===== src/rtl/sirv_gnrl_skid_buf_pkg.sv =====
// Shared encodings and defaults for the two-entry valid/ready skid buffer.
// The state word is {skid_vld, main_vld}; the encoding 2'b10 is never legal.
package sirv_gnrl_skid_buf_pkg;

    localparam int SKB_DW_DEF = 32;

    typedef enum logic [1:0] {
        SKB_EMPTY = 2'b00,
        SKB_ONE   = 2'b01,
        SKB_FULL  = 2'b11
    } skb_state_e;

endpackage


===== src/rtl/sirv_gnrl_skid_buf_if.sv =====
// Valid/ready/payload channel used on both sides of the skid buffer.
// The master drives valid and data; the slave answers with ready.
interface sirv_gnrl_skid_buf_if
    import sirv_gnrl_skid_buf_pkg::*;
#(
    parameter int DW = SKB_DW_DEF
);

    logic          vld;
    logic          rdy;
    logic [DW-1:0] dat;

    modport master (
        output vld,
        output dat,
        input  rdy
    );

    modport slave (
        input  vld,
        input  dat,
        output rdy
    );

endinterface


===== src/rtl/sirv_gnrl_skid_buf_dffl.sv =====
// Load-enabled data flop without reset; holds its value whenever lden is low.
module sirv_gnrl_dffl #(
    parameter int DW = 32
) (
    input  logic          clk,
    input  logic          lden,
    input  logic [DW-1:0] dnxt,
    output logic [DW-1:0] qout
);

    // Capture the next value only on an enabled cycle.
    always_ff @(posedge clk) begin
        if (lden) begin
            qout <= dnxt;
        end
    end

endmodule


===== src/rtl/sirv_gnrl_skid_buf.sv =====
// Two-entry skid buffer: upstream ready comes straight from a flop so the
// downstream ready never reaches it combinationally, yet one beat per cycle flows.
module sirv_gnrl_skid_buf
    import sirv_gnrl_skid_buf_pkg::*;
#(
    parameter int DW = SKB_DW_DEF
) (
    input  logic                  clk,
    input  logic                  rst,
    sirv_gnrl_skid_buf_if.slave   i_ch,
    sirv_gnrl_skid_buf_if.master  o_ch,
    output logic                  o_busy
);

    skb_state_e    state_r;
    skb_state_e    state_nxt_s;

    logic          main_vld_s;
    logic          skid_vld_s;
    logic          i_rdy_s;
    logic          main_lden_s;
    logic          skid_lden_s;
    logic [DW-1:0] main_dnxt_s;
    logic [DW-1:0] main_dat_r;
    logic [DW-1:0] skid_dat_r;

    // Valid flags live in the state register; reset empties both entries.
    always_ff @(posedge clk) begin
        if (rst) begin
            state_r <= SKB_EMPTY;
        end else begin
            state_r <= state_nxt_s;
        end
    end

    // Occupancy transitions; FULL ignores i_vld because i_rdy is low there.
    always_comb begin
        state_nxt_s = state_r;
        case (state_r)
            SKB_EMPTY: begin
                if (i_ch.vld) begin
                    state_nxt_s = SKB_ONE;
                end else begin
                    state_nxt_s = SKB_EMPTY;
                end
            end
            SKB_ONE: begin
                if (i_ch.vld && !o_ch.rdy) begin
                    state_nxt_s = SKB_FULL;
                end else if (!i_ch.vld && o_ch.rdy) begin
                    state_nxt_s = SKB_EMPTY;
                end else begin
                    state_nxt_s = SKB_ONE;
                end
            end
            SKB_FULL: begin
                if (o_ch.rdy) begin
                    state_nxt_s = SKB_ONE;
                end else begin
                    state_nxt_s = SKB_FULL;
                end
            end
            default: begin
                state_nxt_s = SKB_EMPTY;
            end
        endcase
    end

    // Decode flags and the data-register load enables from the current state.
    always_comb begin
        skid_vld_s  = state_r[1];
        main_vld_s  = state_r[0];
        i_rdy_s     = ~state_r[1];
        main_lden_s = (~main_vld_s | o_ch.rdy) & (skid_vld_s | i_ch.vld);
        skid_lden_s = i_ch.vld & i_rdy_s & main_vld_s & ~o_ch.rdy;
        if (skid_vld_s) begin
            main_dnxt_s = skid_dat_r;
        end else begin
            main_dnxt_s = i_ch.dat;
        end
    end

    sirv_gnrl_dffl #(.DW(DW)) u_main_dat (
        .clk  (clk),
        .lden (main_lden_s),
        .dnxt (main_dnxt_s),
        .qout (main_dat_r)
    );

    // The skid entry is only ever fed from upstream, never from main.
    sirv_gnrl_dffl #(.DW(DW)) u_skid_dat (
        .clk  (clk),
        .lden (skid_lden_s),
        .dnxt (i_ch.dat),
        .qout (skid_dat_r)
    );

    assign i_ch.rdy = i_rdy_s;
    assign o_ch.vld = main_vld_s;
    assign o_ch.dat = main_dat_r;
    assign o_busy   = main_vld_s;

endmodule


===== src/flat_wrapper.sv =====
// flat-port wrapper written by rule: the top's interface ports become plain ports
module sirv_gnrl_skid_buf_flat import sirv_gnrl_skid_buf_pkg::*;
#(
    parameter int DW = SKB_DW_DEF
)
  (clk, rst, o_busy, i_ch_vld, i_ch_dat, i_ch_rdy, o_ch_vld, o_ch_dat, o_ch_rdy);
  sirv_gnrl_skid_buf_if #(.DW(DW)) i_ch_i ();
  sirv_gnrl_skid_buf_if #(.DW(DW)) o_ch_i ();
  input  logic clk;
  input  logic rst;
  output logic o_busy;
  input wire logic [$bits(i_ch_i.vld)-1:0] i_ch_vld;
  input wire logic [$bits(i_ch_i.dat)-1:0] i_ch_dat;
  output wire logic [$bits(i_ch_i.rdy)-1:0] i_ch_rdy;
  output wire logic [$bits(o_ch_i.vld)-1:0] o_ch_vld;
  output wire logic [$bits(o_ch_i.dat)-1:0] o_ch_dat;
  input wire logic [$bits(o_ch_i.rdy)-1:0] o_ch_rdy;
  assign i_ch_i.vld = i_ch_vld;
  assign i_ch_i.dat = i_ch_dat;
  assign i_ch_rdy = i_ch_i.rdy;
  assign o_ch_vld = o_ch_i.vld;
  assign o_ch_dat = o_ch_i.dat;
  assign o_ch_i.rdy = o_ch_rdy;
  sirv_gnrl_skid_buf #(.DW(DW)) u_core (.clk(clk), .rst(rst), .i_ch(i_ch_i), .o_ch(o_ch_i), .o_busy(o_busy));
endmodule

===== config.mk =====
export PLATFORM = sky130hd
export DESIGN_NAME = sirv_gnrl_skid_buf_flat
export DESIGN_NICKNAME = d
export VERILOG_FILES = /design/src/rtl/sirv_gnrl_skid_buf_pkg.sv /design/src/rtl/sirv_gnrl_skid_buf_if.sv /design/src/rtl/sirv_gnrl_skid_buf_dffl.sv /design/src/rtl/sirv_gnrl_skid_buf.sv /design/src/flat_wrapper.sv
export SDC_FILE = /design/constraint.sdc
export NUM_CORES = 1
export LEC_CHECK = 0
export CAP_MARGIN = 15
export CORE_ASPECT_RATIO = 0.6
export CORE_MARGIN = 2
export CORE_UTILIZATION = 51
export CTS_CLUSTER_SIZE = 25
export DETAILED_ROUTE_END_ITERATION = 6
export PLACE_DENSITY = 0.93
export SLEW_MARGIN = 20
export SYNTH_ARGS = -nofsm -noshare
export SYNTH_HDL_FRONTEND = slang
export SYNTH_SLANG_ARGS = --single-unit

===== constraint.sdc =====
create_clock -name clk -period 7.8 [get_ports clk]
set_input_delay 1.56 -clock clk [delete_from_list [all_inputs] [get_ports clk]]
set_output_delay 1.56 -clock clk [all_outputs]
set_load 0.02 [all_outputs]

# After elaboration in Yosys (flattened, before gate mapping)

Index checks and enable logic that the tools add are counted.

Bits in registers: 66
Input bits: 36
Word-level logic and storage cells: 25

Reduce and logical (&&, ||, !) cells: 5
Bitwise logic cells: 9
Multiplexer cells: 6
Equality and inequality tests: 2

Operators with widths:

| kind                                                             | number |
|---|---|
| 32-bit two-way mux                                               | 1 |
| 2-bit one-hot mux with 3 select lines                            | 1 |
| 1-bit bitwise AND                                                | 4 |
| 2-bit two-way mux                                                | 2 |
| 1-bit inverter                                                   | 3 |
| 2-bit by 1-bit == test with 1-bit output (second input constant) | 1 |
| 2-bit == test (second input constant)                            | 1 |
| 1-bit logical AND                                                | 2 |
| 1-bit zero test                                                  | 2 |
| 2-bit zero test                                                  | 1 |
| 1-bit two-way mux                                                | 2 |
| 1-bit bitwise OR                                                 | 2 |

# Depth between registers and ports, before layout

Depth in word-level cells: 5
Gate-level depth with buffers: 4
Depth with buffers taken out: 2

# By module

A second synthesis with hierarchy kept.

Cells, all modules: 113
Area total of the unflattened synthesis: 2595.0 sq um

Modules (own cells, without submodules):

| module             | instances | seq. area each (sq um) | area each (sq um) | cells each |
|---|---|---|---|---|
| sirv_gnrl_dffl     | 2         | 960.9                  | 960.9             | 32 |
| sirv_gnrl_skid_buf | 1         | 40.0                   | 673.1             | 49 |

# Least setup slack after synthesis

No wires, ideal clock.

Path type: input to register
From: input i_ch_vld
To: register u_core.u_main_dat.qout[0], enable pin
Data required time: 7368 ps
Arrival time: 3179 ps
Slack: 4189 ps
Buffers on the path: 0
Stages: 2
Cells stage by stage: nor2_2 a21oi_1

Cells in the longest elaborated chain, start to end: 2

RTL lines:

| element                | RTL line                      | RTL |
|---|---|---|
| start, declared        | flat_wrapper.sv:12            | `input wire logic [$bits(i_ch_i.vld)-1:0] i_ch_vld;` |
| 1-bit bitwise OR       | sirv_gnrl_skid_buf.sv:74      | `main_lden_s = (~main_vld_s \| o_ch.rdy) & (skid_vld_s \| i_ch.vld);` |
| 1-bit bitwise AND      | sirv_gnrl_skid_buf.sv:74      |  |
| via u_core.main_lden_s | sirv_gnrl_skid_buf.sv:21      | `logic main_lden_s;` |
| end signal, assigned   | sirv_gnrl_skid_buf_dffl.sv:14 | `qout <= dnxt;` |
| end, declared          | sirv_gnrl_skid_buf_dffl.sv:8  | `output logic [DW-1:0] qout` |

The timed path passes the listed nets, and every way through them passes these cells.
A chain may end at the register's enable or synchronous reset.

# Worst setup path after layout

From: register u_core.state_r[1]
To: output i_ch_rdy

Cells in the longest elaborated chain, start to end: 1

RTL lines:

| element                | RTL line                 | RTL |
|---|---|---|
| start, declared        | sirv_gnrl_skid_buf.sv:15 | `skb_state_e state_r;` |
| start signal, assigned | sirv_gnrl_skid_buf.sv:32 | `state_r <= state_nxt_s;` |
| 1-bit inverter         | sirv_gnrl_skid_buf.sv:73 | `i_rdy_s = ~state_r[1];` |
| end, declared          | flat_wrapper.sv:14       | `output wire logic [$bits(i_ch_i.rdy)-1:0] i_ch_rdy;` |

Every way passes these cells.

==> key figures <==
Outcome
  – Status: completed

Placement
  – Post-DP HPWL: 3176 µm
  – # port buffers: 70
  – Gpl congestion: 0.6972
  – Placed instance count: roughly 240

Final layout
  – Filler cell count: 264
  – Fin nets: between 200 and 250
  – Area Overhead vs Synth: 38.09%
  – Share of cells above drive strength 1: 26.67%
  – Post-Layout Cell Count: 258
  – Antenna Cells: 0

Routing
  – Post-route ant nets: 0
  – Initial drt markers: 82
  – Vias per std cell: 4.957
  – DR pass1 iterations: 4
  – Wirelength per Cell: around 18 µm
  – Via count: 1279
  – Total wire length: 4736 µm
  – DRC: 0

STA
  – Final Skew: 8.345 ps
  – Final Hold Vio Count: 0
  – RSZ-0062 raised after global routing: no
  – Slew Limit Headroom: 26.11%
  – Final critical-path share of the clock period: 46.18%
  – Clock period minus worst slack: 3602 ps
  – Slew @ Worst Pin: 1108 ps
  – Slew Limit Fails: 0
  – # setup viols final: 0
  – TNS Setup: 0 ps
  – Fmax: 277.6 MHz

Clock tree
  – CTS tree: done
  – Bufs on Longest Clock Path: 2
  – Setup repair bufs after CTS: 0
  – Worst-path clk slew: 70 ps
  – Resized Gates After CTS: 0
  – Cts hold-fix bufs: 0
  – Num CTS Buffers: 9
  – Root Buffer: clkbuf_8
  – Worst skew pair latency: roughly 340 ps
  – CTS sink count: between 60 and 70
  – H-tree levels: 3

Floorplanning
  – Io pins: 71
  – Site Rows: 19
  – Full die area: 5605 µm²
  – Die outline height: 58.80 µm
  – Die Width: 95.33 µm
  – Initial Util: 54.50%
  – Area of the core: 4683 µm²

Global route
  – Largest net degree at the start of global routing: 37
  – GR Util All Layers: 18.57%
  – Vias in the first global route: 1319
  – First-pass GRT wire length: 7065 µm
  – Grt ovf: 0
  – Initial antenna violation count: 0

Yosys
  – Synth area leader: edfxtp_1
  – Share of the synthesized area in the top cell type: 75.29%
  – Sequential share of the synthesized area: about three quarters
  – Area contributors post-synth: edfxtp_1, mux2_4, mux2_2
  – Yosys cell types: 16
  – Yosys reg bits: 66
  – Synth Flop Type: edfxtp_1
  – Synth warn: 0
  – Commonest cells post-synth: edfxtp_1, mux2_4, mux2_2
  – Most frequent cell after synthesis: edfxtp_1
  – Synthesized area per cell: 22.59 µm²
  – Mapped cell area: roughly 2600 µm²
  – Post-Syn Instances: between 100 and 150
  – Asr flop ratio synth: 0%
  – Syn Nets: 149
  – Count of flip-flops with a built-in enable after synthesis: 64

Setup path
  – Crit path DAT: 2040 ps
  – CP Launch Type: flip-flop
  – Setup crit end kind: output pin
  – CP max-delay cell: dfxtp_2
  – Max incr delay on CP: 1060 ps
  – Worst-path maximum fanout: 36
  – WP data required: 6240 ps
  – WS Path Type: flip-flop to output pin
  – Crit-path cells: inv_2, clkdlybuf4s50_1

Power and ir drop
  – P_leak: 1.242 nW
  – Peak supply drop: 0.1840 mV
  – Pwr Density: about 240 nW/µm²

Min path
  – Hold Crit Class: flip-flop to flip-flop

Run
  – Max_cap viols: 0
-- worst paths after layout --
path / start / to / slack [ps] / cells after the start
min: u_core.u_skid_dat.qout[22] / u_core.u_main_dat.qout[22] / 550 / 1
max: u_core.state_r[1] / i_ch_rdy / 4200 / 2
max reg2reg: u_core.state_r[1] / u_core.u_main_dat.qout[2] / 5360 / 2
min reg2reg: u_core.u_skid_dat.qout[22] / u_core.u_main_dat.qout[22] / 550 / 1
-- state kept, by name (all words and copies together) (netlist names) --
name / flops
u_core.u_skid_dat.qout: 32
u_core.u_main_dat.qout: 32
u_core.state_r: 2
-- worst max-delay path: cells and delay by family, from the launching register on --
kind / cells / cell delay [ps]
buffers and inverters: 2 / 640
DFF: 1 / 1060
-- per-layer routing --
layer	up-vias	part of all wire, %	global-route usage [%]
met2	64	48	29.48
met5	-	0	0
li1	596	-	-
met4	0	0.91	8.075
met1	614	42	23.16
met3	5	9.1	7.042
-- kinds of logic (layout without fill, tap and decap cells) --
group,Yosys count,count (layout),share of synthesized area [%]
AO/OA/AOI/OAI,2,2,0.5391
AND/OR/NAND/NOR,5,5,1.667
flip-flops,66,66,76.86
buffers and inverters,8,90,2.843
multiplexers,32,32,18.09
-- through the flow --
step           power, mW  util (%)  setup slack [ps]  instance area, µm²  hold WS (ps)
5_1_grt           0.8652     75.26              4109                3525         566.2
3_5_place_dp      0.5132     70.26              4426                3291         535.2
4_1_cts           0.8463     75.26              4188                3525         551.1
2_1_floorplan     0.4635         -              4189                2552         523.1
6_report          0.8384     75.26              4198                3525         550.2
3_3_place_gp      0.5099     70.26              4484                3291         530.9
-- cells in the final DEF, fill, tap and decap left out, drive strengths merged --
cell type,instances
a21oi,1
edfxtp,64
clkinvlp,1
clkdlybuf4s50,70
bufinv,3
dfxtp,2
nand2b,1
clkbuf,11
buf,1
clkinv,1
nor2b,1
inv,3
o32ai,1
nor4b,1
and4,1
nor2,1
mux2,32
-- area by class of cell --
class / count / area (µm²) / share of cell area, %
multi-input combinational: 39 / 529.3 / 15.02
tap: 63 / 78.83 / 2.236
inverter: 3 / 11.26 / 0.3195
sequential: 66 / 1963 / 55.70
timing repair buffer: 71 / 708.2 / 20.09
clock buffer: 11 / 131.4 / 3.727
clock inverter: 5 / 102.6 / 2.911
-- where the power goes --
part           internal, mW  switching, mW  total [mW]  leakage [nW]
registers             0.410        0.00770       0.417         0.618
clock network         0.212          0.121       0.333         0.114
logic                0.0504         0.0380      0.0884         0.511
No activity file was read; power rests on OpenSTA's default activity.
